==> src/rtl/alt_vipswi131_common_burst_read_sequencer_pkg.sv <==
// -----------------------------------------------------------------------------
// alt_vipswi131_common_burst_read_sequencer_pkg
//
// Shared types and helpers for the burst read sequencer:
//   state_t          - sequencer FSM encoding (IDLE/CMD/DRAIN/FIN)
//   min()            - unsigned minimum, used to size each burst
//   bytes_per_word() - address stride of one data word
//   BYTES_PER_WORD   - stride for the default 16-bit data path
// -----------------------------------------------------------------------------
package alt_vipswi131_common_burst_read_sequencer_pkg;

  typedef enum logic [1:0] {
    IDLE  = 2'd0,
    CMD   = 2'd1,
    DRAIN = 2'd2,
    FIN   = 2'd3
  } state_t;

  localparam int DEFAULT_DATA_WIDTH = 16;
  localparam int BYTES_PER_WORD     = DEFAULT_DATA_WIDTH / 8;

  // Address stride for an arbitrary data width (width is a multiple of 8).
  function automatic int unsigned bytes_per_word(input int unsigned data_width);
    return data_width / 8;
  endfunction

  // Unsigned minimum on 32-bit operands; callers cast narrower counts up.
  function automatic logic [31:0] min(input logic [31:0] a, input logic [31:0] b);
    return (a < b) ? a : b;
  endfunction

endpackage

==> src/rtl/alt_vipswi131_common_burst_read_sequencer.sv <==
// -----------------------------------------------------------------------------
// alt_vipswi131_common_burst_read_sequencer
//
// Splits a linear read of word_count words starting at base_addr into bursts
// of at most BURST_LEN words, issues them to the bursting master, pops the
// returned words from the master's read FIFO and streams them out with a
// last flag. Command issue is credit limited: words commanded but not yet
// popped never exceed READ_FIFO_DEPTH.
//
// Ports
//   clock, reset        single clock, synchronous active-high reset
//   start               one-cycle job request, sampled only in IDLE
//   base_addr           byte address of the first word (sampled with start)
//   word_count          number of words to read (sampled with start)
//   busy                job in progress (CMD or DRAIN)
//   done                one-cycle completion pulse
//   addr                command address to the master
//   command             command valid
//   is_burst            follows command
//   is_write_not_read   constant 0
//   burst_length        words in the presented command
//   read                pop request to the master read FIFO
//   readdata            master read data, valid when read && !stall
//   stall               master stall; blocks both command and read
//   dout_data           stream data
//   dout_valid          stream valid
//   dout_last           marks the final word of the job
//   dout_ready          downstream accept
//   state_dbg           current FSM state, for observation only
//
// Handshakes: a command is taken on (command && !stall), a FIFO pop on
// (read && !stall), and a stream word on (dout_valid && dout_ready). Nothing
// else counts as a transfer; a held request keeps its payload stable until
// it is taken.
// -----------------------------------------------------------------------------
module alt_vipswi131_common_burst_read_sequencer
  import alt_vipswi131_common_burst_read_sequencer_pkg::*;
#(
  parameter int ADDR_WIDTH                     = 16,
  parameter int DATA_WIDTH                     = 16,
  parameter int MAX_BURST_LENGTH_REQUIREDWIDTH = 11,
  parameter int WORDS_WIDTH                    = 24,
  parameter int BURST_LEN                      = 8,
  parameter int READ_FIFO_DEPTH                = 8
) (
  input  logic                                      clock,
  input  logic                                      reset,
  input  logic                                      start,
  input  logic [ADDR_WIDTH-1:0]                     base_addr,
  input  logic [WORDS_WIDTH-1:0]                    word_count,
  output logic                                      busy,
  output logic                                      done,
  output logic [ADDR_WIDTH-1:0]                     addr,
  output logic                                      command,
  output logic                                      is_burst,
  output logic                                      is_write_not_read,
  output logic [MAX_BURST_LENGTH_REQUIREDWIDTH-1:0] burst_length,
  output logic                                      read,
  input  logic [DATA_WIDTH-1:0]                     readdata,
  input  logic                                      stall,
  output logic [DATA_WIDTH-1:0]                     dout_data,
  output logic                                      dout_valid,
  output logic                                      dout_last,
  input  logic                                      dout_ready,
  output logic [1:0]                                state_dbg
);

  localparam int          BPW      = bytes_per_word(DATA_WIDTH);
  localparam int          OUT_W    = $clog2(READ_FIFO_DEPTH + 1);
  localparam logic [31:0] DEPTH_U  = READ_FIFO_DEPTH;
  localparam logic [31:0] BURST_U  = BURST_LEN;

  state_t                 state;
  state_t                 state_nxt;

  logic [WORDS_WIDTH-1:0] cmd_left;     // words not yet commanded
  logic [WORDS_WIDTH-1:0] pop_left;     // words not yet popped
  logic [OUT_W-1:0]       outstanding;  // commanded but not yet popped
  logic [ADDR_WIDTH-1:0]  addr_q;

  logic [DATA_WIDTH-1:0]  data_q;
  logic                   valid_q;
  logic                   last_q;

  logic [WORDS_WIDTH-1:0] len;          // size of the next burst
  logic                   credit_ok;
  logic                   cmd_take;
  logic                   pop_take;
  logic                   out_take;
  logic [OUT_W-1:0]       out_inc;
  logic [OUT_W-1:0]       out_dec;

  // ---------------------------------------------------------------------------
  // Burst sizing and credit
  // ---------------------------------------------------------------------------
  always_comb begin
    len       = WORDS_WIDTH'(min(BURST_U, 32'(cmd_left)));
    // The master FIFO must be able to absorb the whole burst on top of
    // what is already in flight, otherwise read data could be dropped.
    credit_ok = (32'(outstanding) + 32'(len)) <= DEPTH_U;
  end

  // ---------------------------------------------------------------------------
  // FSM: state register
  // ---------------------------------------------------------------------------
  always_ff @(posedge clock) begin
    if (reset) begin
      state <= IDLE;
    end else begin
      state <= state_nxt;
    end
  end

  // ---------------------------------------------------------------------------
  // FSM: next-state logic
  // ---------------------------------------------------------------------------
  always_comb begin
    state_nxt = state;
    unique case (state)
      IDLE: begin
        if (start) begin
          state_nxt = (word_count == '0) ? FIN : CMD;
        end
      end
      CMD: begin
        if (cmd_take && (cmd_left == len)) begin
          state_nxt = DRAIN;
        end
      end
      DRAIN: begin
        // Only leave once the final word has actually left the stream port.
        if ((pop_left == '0) && out_take && last_q) begin
          state_nxt = FIN;
        end
      end
      FIN: begin
        state_nxt = IDLE;
      end
      default: begin
        state_nxt = IDLE;
      end
    endcase
  end

  // ---------------------------------------------------------------------------
  // FSM: outputs and handshake qualifiers
  // ---------------------------------------------------------------------------
  always_comb begin
    busy         = 1'b0;
    done         = 1'b0;
    command      = 1'b0;
    burst_length = '0;
    unique case (state)
      IDLE: begin
      end
      CMD: begin
        busy         = 1'b1;
        command      = credit_ok;
        burst_length = MAX_BURST_LENGTH_REQUIREDWIDTH'(len);
      end
      DRAIN: begin
        busy = 1'b1;
      end
      FIN: begin
        done = 1'b1;
      end
      default: begin
      end
    endcase

    is_burst          = command;
    is_write_not_read = 1'b0;

    // Pop only when the output register is free or is being emptied now,
    // so a held word is never overwritten.
    read     = (outstanding != '0) && (!valid_q || dout_ready);

    cmd_take = command && !stall;
    pop_take = read && !stall;
    out_take = valid_q && dout_ready;

    out_inc  = cmd_take ? OUT_W'(len) : '0;
    out_dec  = pop_take ? OUT_W'(1)   : '0;
  end

  // ---------------------------------------------------------------------------
  // Job counters and command address
  // ---------------------------------------------------------------------------
  always_ff @(posedge clock) begin
    if (reset) begin
      addr_q      <= '0;
      cmd_left    <= '0;
      pop_left    <= '0;
      outstanding <= '0;
    end else if ((state == IDLE) && start) begin
      addr_q      <= base_addr;
      cmd_left    <= word_count;
      pop_left    <= word_count;
      outstanding <= '0;
    end else begin
      if (cmd_take) begin
        // Address wraps silently at the top of the address space.
        addr_q   <= addr_q + ADDR_WIDTH'(32'(len) * BPW);
        cmd_left <= cmd_left - len;
      end
      if (pop_take) begin
        pop_left <= pop_left - WORDS_WIDTH'(1);
      end
      // Covers command-only, pop-only and the simultaneous case (+len-1).
      outstanding <= outstanding + out_inc - out_dec;
    end
  end

  // ---------------------------------------------------------------------------
  // Stream output register
  // ---------------------------------------------------------------------------
  always_ff @(posedge clock) begin
    if (reset) begin
      data_q  <= '0;
      valid_q <= 1'b0;
      last_q  <= 1'b0;
    end else if (pop_take) begin
      data_q  <= readdata;
      valid_q <= 1'b1;
      last_q  <= (pop_left == WORDS_WIDTH'(1));
    end else if (dout_ready) begin
      valid_q <= 1'b0;
      last_q  <= 1'b0;
    end
  end

  assign addr       = addr_q;
  assign dout_data  = data_q;
  assign dout_valid = valid_q;
  assign dout_last  = last_q;
  assign state_dbg  = state;

  // In-flight words can never exceed what the master FIFO holds.
  credit_bound_a : assert property (@(posedge clock) disable iff (reset)
    32'(outstanding) <= DEPTH_U);

endmodule
==> config.mk <==
export PLATFORM = sky130hd
export DESIGN_NAME = alt_vipswi131_common_burst_read_sequencer
export DESIGN_NICKNAME = d
export VERILOG_FILES = /design/src/rtl/alt_vipswi131_common_burst_read_sequencer_pkg.sv /design/src/rtl/alt_vipswi131_common_burst_read_sequencer.sv
export SDC_FILE = /design/constraint.sdc
export NUM_CORES = 1
export LEC_CHECK = 0
export ABC_AREA = 1
export ABC_CLOCK_PERIOD_IN_PS = 3800
export CAP_MARGIN = 0
export CELL_PAD_IN_SITES_DETAIL_PLACEMENT = 0
export CELL_PAD_IN_SITES_GLOBAL_PLACEMENT = 1
export CORE_UTILIZATION = 33
export CTS_CLUSTER_DIAMETER = 80
export DETAILED_ROUTE_END_ITERATION = 8
export HOLD_SLACK_MARGIN = 0.03
export PLACE_DENSITY = 0.74
export SLEW_MARGIN = 40
export SYNTH_ARGS = -nofsm -noshare
export SYNTH_HDL_FRONTEND = slang
export SYNTH_SLANG_ARGS = --single-unit
==> constraint.sdc <==
create_clock -name clock -period 3.8 [get_ports clock]
set_clock_uncertainty 0.2 [all_clocks]
set_input_delay 1.14 -clock clock [delete_from_list [all_inputs] [get_ports clock]]
set_output_delay 1.14 -clock clock [all_outputs]
set_load 0.005 [all_outputs]
==> Word-level counts from Yosys, hierarchy flattened <==
Index checks and enable logic that the tools add are counted.
Widths: inputs -> output; s select.
{ "op_classes": {"n_addsub": 6, "eq_ne": 8, "n_mux": 21, "reduce_logical": 21, "order_cmp": 2} }
{ "ops": {"columns": ["op", "count"], "rows": [
  ["$mux 24", 5],
  ["$logic_not 24->1", 2],
  ["$mux 16", 2],
  ["$add 4x24->25", 1],
  ["$le 25x4->1 const B", 1],
  ["$eq 24x1->1 const B", 1],
  ["$eq 24x24->1", 1],
  ["$lt 4x24->1 const A", 1],
  ["$sub 24x1->24 const B", 1],
  ["$sub 24x24->24", 1],
  ["$add 16x16->16", 1],
  ["$mux 11", 1],
  ["$logic_and 1x1->1", 8],
  ["$mux 2", 4],
  ["$pmux 2 s4", 1],
  ["$mux 1", 7],
  ["$ne 2x2->1 const B", 3],
  ["$reduce_bool 2->1", 3],
  ["$add 4x4->4", 1],
  ["$eq 2x2->1 const B", 2],
  ["$mux 4", 1],
  ["$reduce_bool 4->1", 1],
  ["$reduce_or 2->1", 2],
  ["$sub 4x1->4", 1],
  ["other kinds (5)", 6]
]} }
{ "word_totals": {"output_inout_bits": 53, "reg_bits": 88, "elab_cells": 66, "input_bits": 61} }

==> Longest topological paths before layout <==
{ "depth": {"word_depth": 9, "depth_mapped": 25, "ltp_nobuf": 25} }

==> Worst setup path before layout <==
Ideal clock, no wire load.
{ "synth_timing": {"path_kind": "flip-flop to flip-flop", "start": "register cmd_left[7]", "end": "register outstanding[3]", "synth_period_minus_slack_ns": 3.820, "setup_ns": 0.116, "arrival_time_ns": 3.505, "path_stages_with_launch": 24, "n_path_buf": 0, "required_ns": 3.484, "path_slack_ns": -0.020, "cell_sequence": "dfxtp_1 inv_2 nand2_2 nor2_4 nand2_2 nor2_4 inv_1 nor2_1 ha_1 fa_1 nor2_1 o21ai_1 nand3_1 nand3_1 nor2_2 nand2_1 ha_1 inv_1 ha_1 a21oi_1 nand2_1 xnor2_1 xor2_1 nor2_1"} }
{ "synth_via": {"elab_chain_cells": 9} }
{ "synth_rtl": {"columns": ["item", "line", "source"], "rows": [
  ["start, declared", "alt_vipswi131_common_burst_read_sequencer.sv:76", "logic [WORDS_WIDTH-1:0] cmd_left;"],
  ["start signal, assigned", "alt_vipswi131_common_burst_read_sequencer.sv:197", "cmd_left <= word_count;"],
  ["start signal, assigned", "alt_vipswi131_common_burst_read_sequencer.sv:204", "cmd_left <= cmd_left - len;"],
  ["$lt 4x24->1", "alt_vipswi131_common_burst_read_sequencer_pkg.sv:29", "return (a < b) ? a : b;"],
  ["$mux 24 *", "alt_vipswi131_common_burst_read_sequencer_pkg.sv:29", null],
  ["$add 4x24->25", "alt_vipswi131_common_burst_read_sequencer.sv:100", "credit_ok = (32'(outstanding) + 32'(len)) <= DEPTH_U;"],
  ["$le 25x4->1", "alt_vipswi131_common_burst_read_sequencer.sv:100", null],
  ["$mux 1", "alt_vipswi131_common_burst_read_sequencer.sv:153", "unique case (state)"],
  ["$logic_and 1x1->1", "alt_vipswi131_common_burst_read_sequencer.sv:178", "cmd_take = command && !stall;"],
  ["$mux 4 *", "alt_vipswi131_common_burst_read_sequencer.sv:182", "out_inc = cmd_take ? OUT_W'(len) : '0;"],
  ["$add 4x4->4 *", "alt_vipswi131_common_burst_read_sequencer.sv:210", "outstanding <= outstanding + out_inc - out_dec;"],
  ["$sub 4x1->4 *", "alt_vipswi131_common_burst_read_sequencer.sv:210", null],
  ["end signal, assigned", "alt_vipswi131_common_burst_read_sequencer.sv:210", null],
  ["end, declared", "alt_vipswi131_common_burst_read_sequencer.sv:78", "logic [OUT_W-1:0] outstanding;"]
]} }
Mark *: on every way between the ends. The rest lies on a longest branch, timed or not.
A chain may end at the register's enable or synchronous reset.

==> Worst setup path in the final report <==
{ "layout_timing": {"start": "register cmd_left[18]", "end": "output port is_burst"} }
{ "layout_via": {"elab_chain_cells": 5} }
{ "layout_rtl": {"columns": ["item", "line", "source"], "rows": [
  ["$lt 4x24->1", "alt_vipswi131_common_burst_read_sequencer_pkg.sv:29", null],
  ["$mux 24 *", "alt_vipswi131_common_burst_read_sequencer_pkg.sv:29", null],
  ["$add 4x24->25 *", "alt_vipswi131_common_burst_read_sequencer.sv:100", null],
  ["$le 25x4->1 *", "alt_vipswi131_common_burst_read_sequencer.sv:100", null],
  ["$mux 1 *", "alt_vipswi131_common_burst_read_sequencer.sv:153", null],
  ["end, declared", "alt_vipswi131_common_burst_read_sequencer.sv:55", "output logic is_burst,"]
]} }
Marked as above.

==> reports/qor.yml <==
power:
  p_int_uw: 3360
  power_uw: 6070
  p_seq_share_pct: 23.6
  switching_share_pct: 44.7
  leakage_uw: 0.00371
  power_frac_clock_pct: 16.0
  power.switching_uw: 2720
  ir_worst_vdd_mv: 0.330
  pwr-share-comb_pct: 60.4
  power_density_mw_per_mm2: 736
worst_setup_path:
  worstSetupPathType: "flip-flop to primary output"
  cp.arrival_ns: 2.48
  worst-path-buf-inv: 4
  crit_path_max_fanout: 4
  cp_data_required_time_ns: 2.46
  endpoint_kind: "primary output"
  worstPathCellList: "nor2_2, nand2_2, nor2_4, nand2_4, nor2_4, inv_2, nor2_1, buf_4, fa_1, nor2_1, o21ai_1, nand3_1, nand3_2, inv_2, buf_2"
  slowest_delay_ns: 0.42
  worst_path_dominant_cell_family: "simple AND/OR/NAND/NOR gates"
  worstSetupStartpointType: "flip-flop"
  critical-path-slowest-cell: "fa_1"
clock_tree:
  clkSlewWorstSetupHoldPaths_ns: 0.07
  clock_latency_ns: 0.35
  cts_inserted_buffers: 9
  clock-sinks: 88
  clockBufferDepth: 2
  root_buffer: "clkbuf_16"
  cts_tree: "done"
  cts_hold_buffers: 0
  htree_levels: 3
synthesis:
  yosysWarnings: 0
  syn_area_per_cell_um2: 6.50
  synthesis.area_mm2: 0.00598
  synth_top_area_share_pct: 29.5
  synthCells: 919
  yosysMostFrequentCell: "nand2_1"
  yosysTopAreaCell: "dfxtp_1"
  synth_ff_type: "dfxtp_1"
  yosysUniqueCellTypes: 39
  ys_ff_latch: 88
  synthTopCellsByArea: "dfxtp_1 (29%), nand2_1 (15%), nor2_1 (7.9%)"
  seq_area_frac_synth_pct: 29.5
  synth_edf_count: 0
  yosys-top-cells-count: "nand2_1 (235), nor2_1 (126), inv_1 (102)"
  synthArstFlopShare_pct: 0
placement:
  place_inst: 1292
  port_buffers: 105
  gp_congestion: 0.833
  dpl.hpwl_mm: 14.4
min_path:
  hp-class: "flip-flop to flip-flop"
outcome:
  violations: "negative setup slack"
  status: "complete, but fails checks"
grt:
  grt_max_degree: 57
  grt_pass1_wl_mm: 30.7
  grt-ovfl-total: 0
  grt_antenna_before_repair: 0
  grt_pass1_vias: 5953
  grtUsageTotal_pct: 21.2
die:
  dieArea_mm2: 0.0187
  rows: 48
  start_util_pct: 34.2
  die_x_um: 137
  ios: 114
  die_h_um: 137
  core_mm2: 0.0175
timing:
  worst_slew_pin_slew_ns: 0.700
  hold_viol_final: 0
  fmax_mhz: 262
  slew_headroom_pct: 53.3
  rsz0062_at_grt: "yes"
  setup_viol: 2
  fin_ws_ns: -0.0193
  maxSlewViolCount: 0
  period_share_pct: 101
  min_period_ns: 3.82
detailed_routing:
  drc: 0
  wire_per_inst_um: 14.5
  viasPerCell: 4.79
  num_vias: 6329
  first_iter_violations: 327
  drtPass1Iterations: 5
  ant_nets: 0
  wl_mm: 19.2
finish:
  nNetsFinal: 1189
  area_growth_pct: 38.0
  diodes: 0
  drive_above_1_share_pct: 13.7
  fin_cells: 1322
job:
  cap_violations: 0
-- power by group through the flow --
stage	Sequential, uW	Clock, uW	Combinational (uW)
final	1430	971	3670
after global routing	1480	1020	4110
after CTS	1420	992	3580
after detailed placement	1430	0	3490
after global placement	1430	0	3500
after floorplan	1430	0	2170
-- worst min-delay path, delay by kind of cell (launching register included) --
family	cells	cell delay, ns
AO/OA/AOI/OAI	1	0.07
AND/OR/NAND/NOR	1	0.06
flip-flops	1	0.31
-- cells by family (layout without fill, tap and decap cells) --
kind of cell,Yosys count,in the layout,share of synthesized area (%)
flip-flops,88,88,29.5
adder cells (fa/ha/maj),35,35,7.71
other,2,19,0.126
AND/OR/NAND/NOR,479,479,34.2
buffers and inverters,143,304,9.69
multiplexers,1,1,0.168
AO/OA/AOI/OAI,133,133,13.1
XOR/XNOR,38,38,5.57
-- through the flow --
| step | worst slack [ns] | hold WS [ns] | util, % | setup TNS, ns | area (um2) |
|---|---|---|---|---|---|
| floorplan | 0.00972 | 0.266 | - | 0 | 6040 |
| global placement | -0.168 | 0.276 | 44.0 | -0.349 | 7690 |
| detailed placement | -0.214 | 0.284 | 44.0 | -0.506 | 7690 |
| CTS | -0.0953 | 0.299 | 46.4 | -0.224 | 8110 |
| global route | -0.176 | 0.312 | 47.2 | -0.657 | 8250 |
| finish | -0.0193 | 0.293 | 47.2 | -0.0371 | 8250 |
-- layout by cell type (no fill, tap or decap), types with 9 or more instances in the layout --
cell type / n
xnor2_1: 10
o21ai_0: 38
xor2_1: 28
buf_4: 75
nand3_1: 61
nor3_1: 9
clkdlybuf4s50_1: 102
nand2_1: 229
a31oi_1: 38
inv_1: 97
inv_2: 9
clkbuf_16: 9
ha_1: 27
nor4_1: 13
a21oi_1: 36
nor2_1: 118
nor2_4: 9
conb_1: 19
nand2_2: 11
nand4_1: 12
dfxtp_1: 85
-- area by class of cell --
class | count | area [um2]
timing repair buffer | 183 | 1650
tap | 225 | 282
clock buffer | 10 | 229
fill | 1838 | 9230
multi-input combinational | 705 | 3840
clock inverter | 5 | 82.6
inverter | 106 | 398
sequential | 88 | 1770
-- path summary, 6_finish.rpt --
path / cells past startpoint / from / to / slack [ns]
min: 2 / pop_left[21] / pop_left[21] / 0.29
max reg2reg: 24 / cmd_left[18] / outstanding[3] / 0.03
min reg2reg: 2 / pop_left[21] / pop_left[21] / 0.29
max: 15 / cmd_left[18] / is_burst / -0.02
-- state kept, by name (all words and copies together) (netlist names) --
name         cells
addr            16
cmd_left        24
dout_data       16
dout_last        1
dout_valid       1
outstanding      4
pop_left        24
state_dbg        2
-- metal layers --
layer | routed length (um) | track usage (%) | up-vias | share of wire (%)
li1 | - | - | 3317 | -
met1 | 9520 | 29.7 | 2859 | 50
met2 | 8680 | 34.0 | 144 | 45
met3 | 852 | 3.15 | 9 | 4.4
met4 | 170 | 4.81 | 0 | 0.88
met5 | 0 | 0 | - | 0
-- repair_timing --
action                     4_1_cts  5_1_grt
pin swaps                       16       18
resized for setup               22       25
buffers inserted                10        5
setup endpoints to repair        3       26
Note: power is estimated with default switching activity, not from simulation.
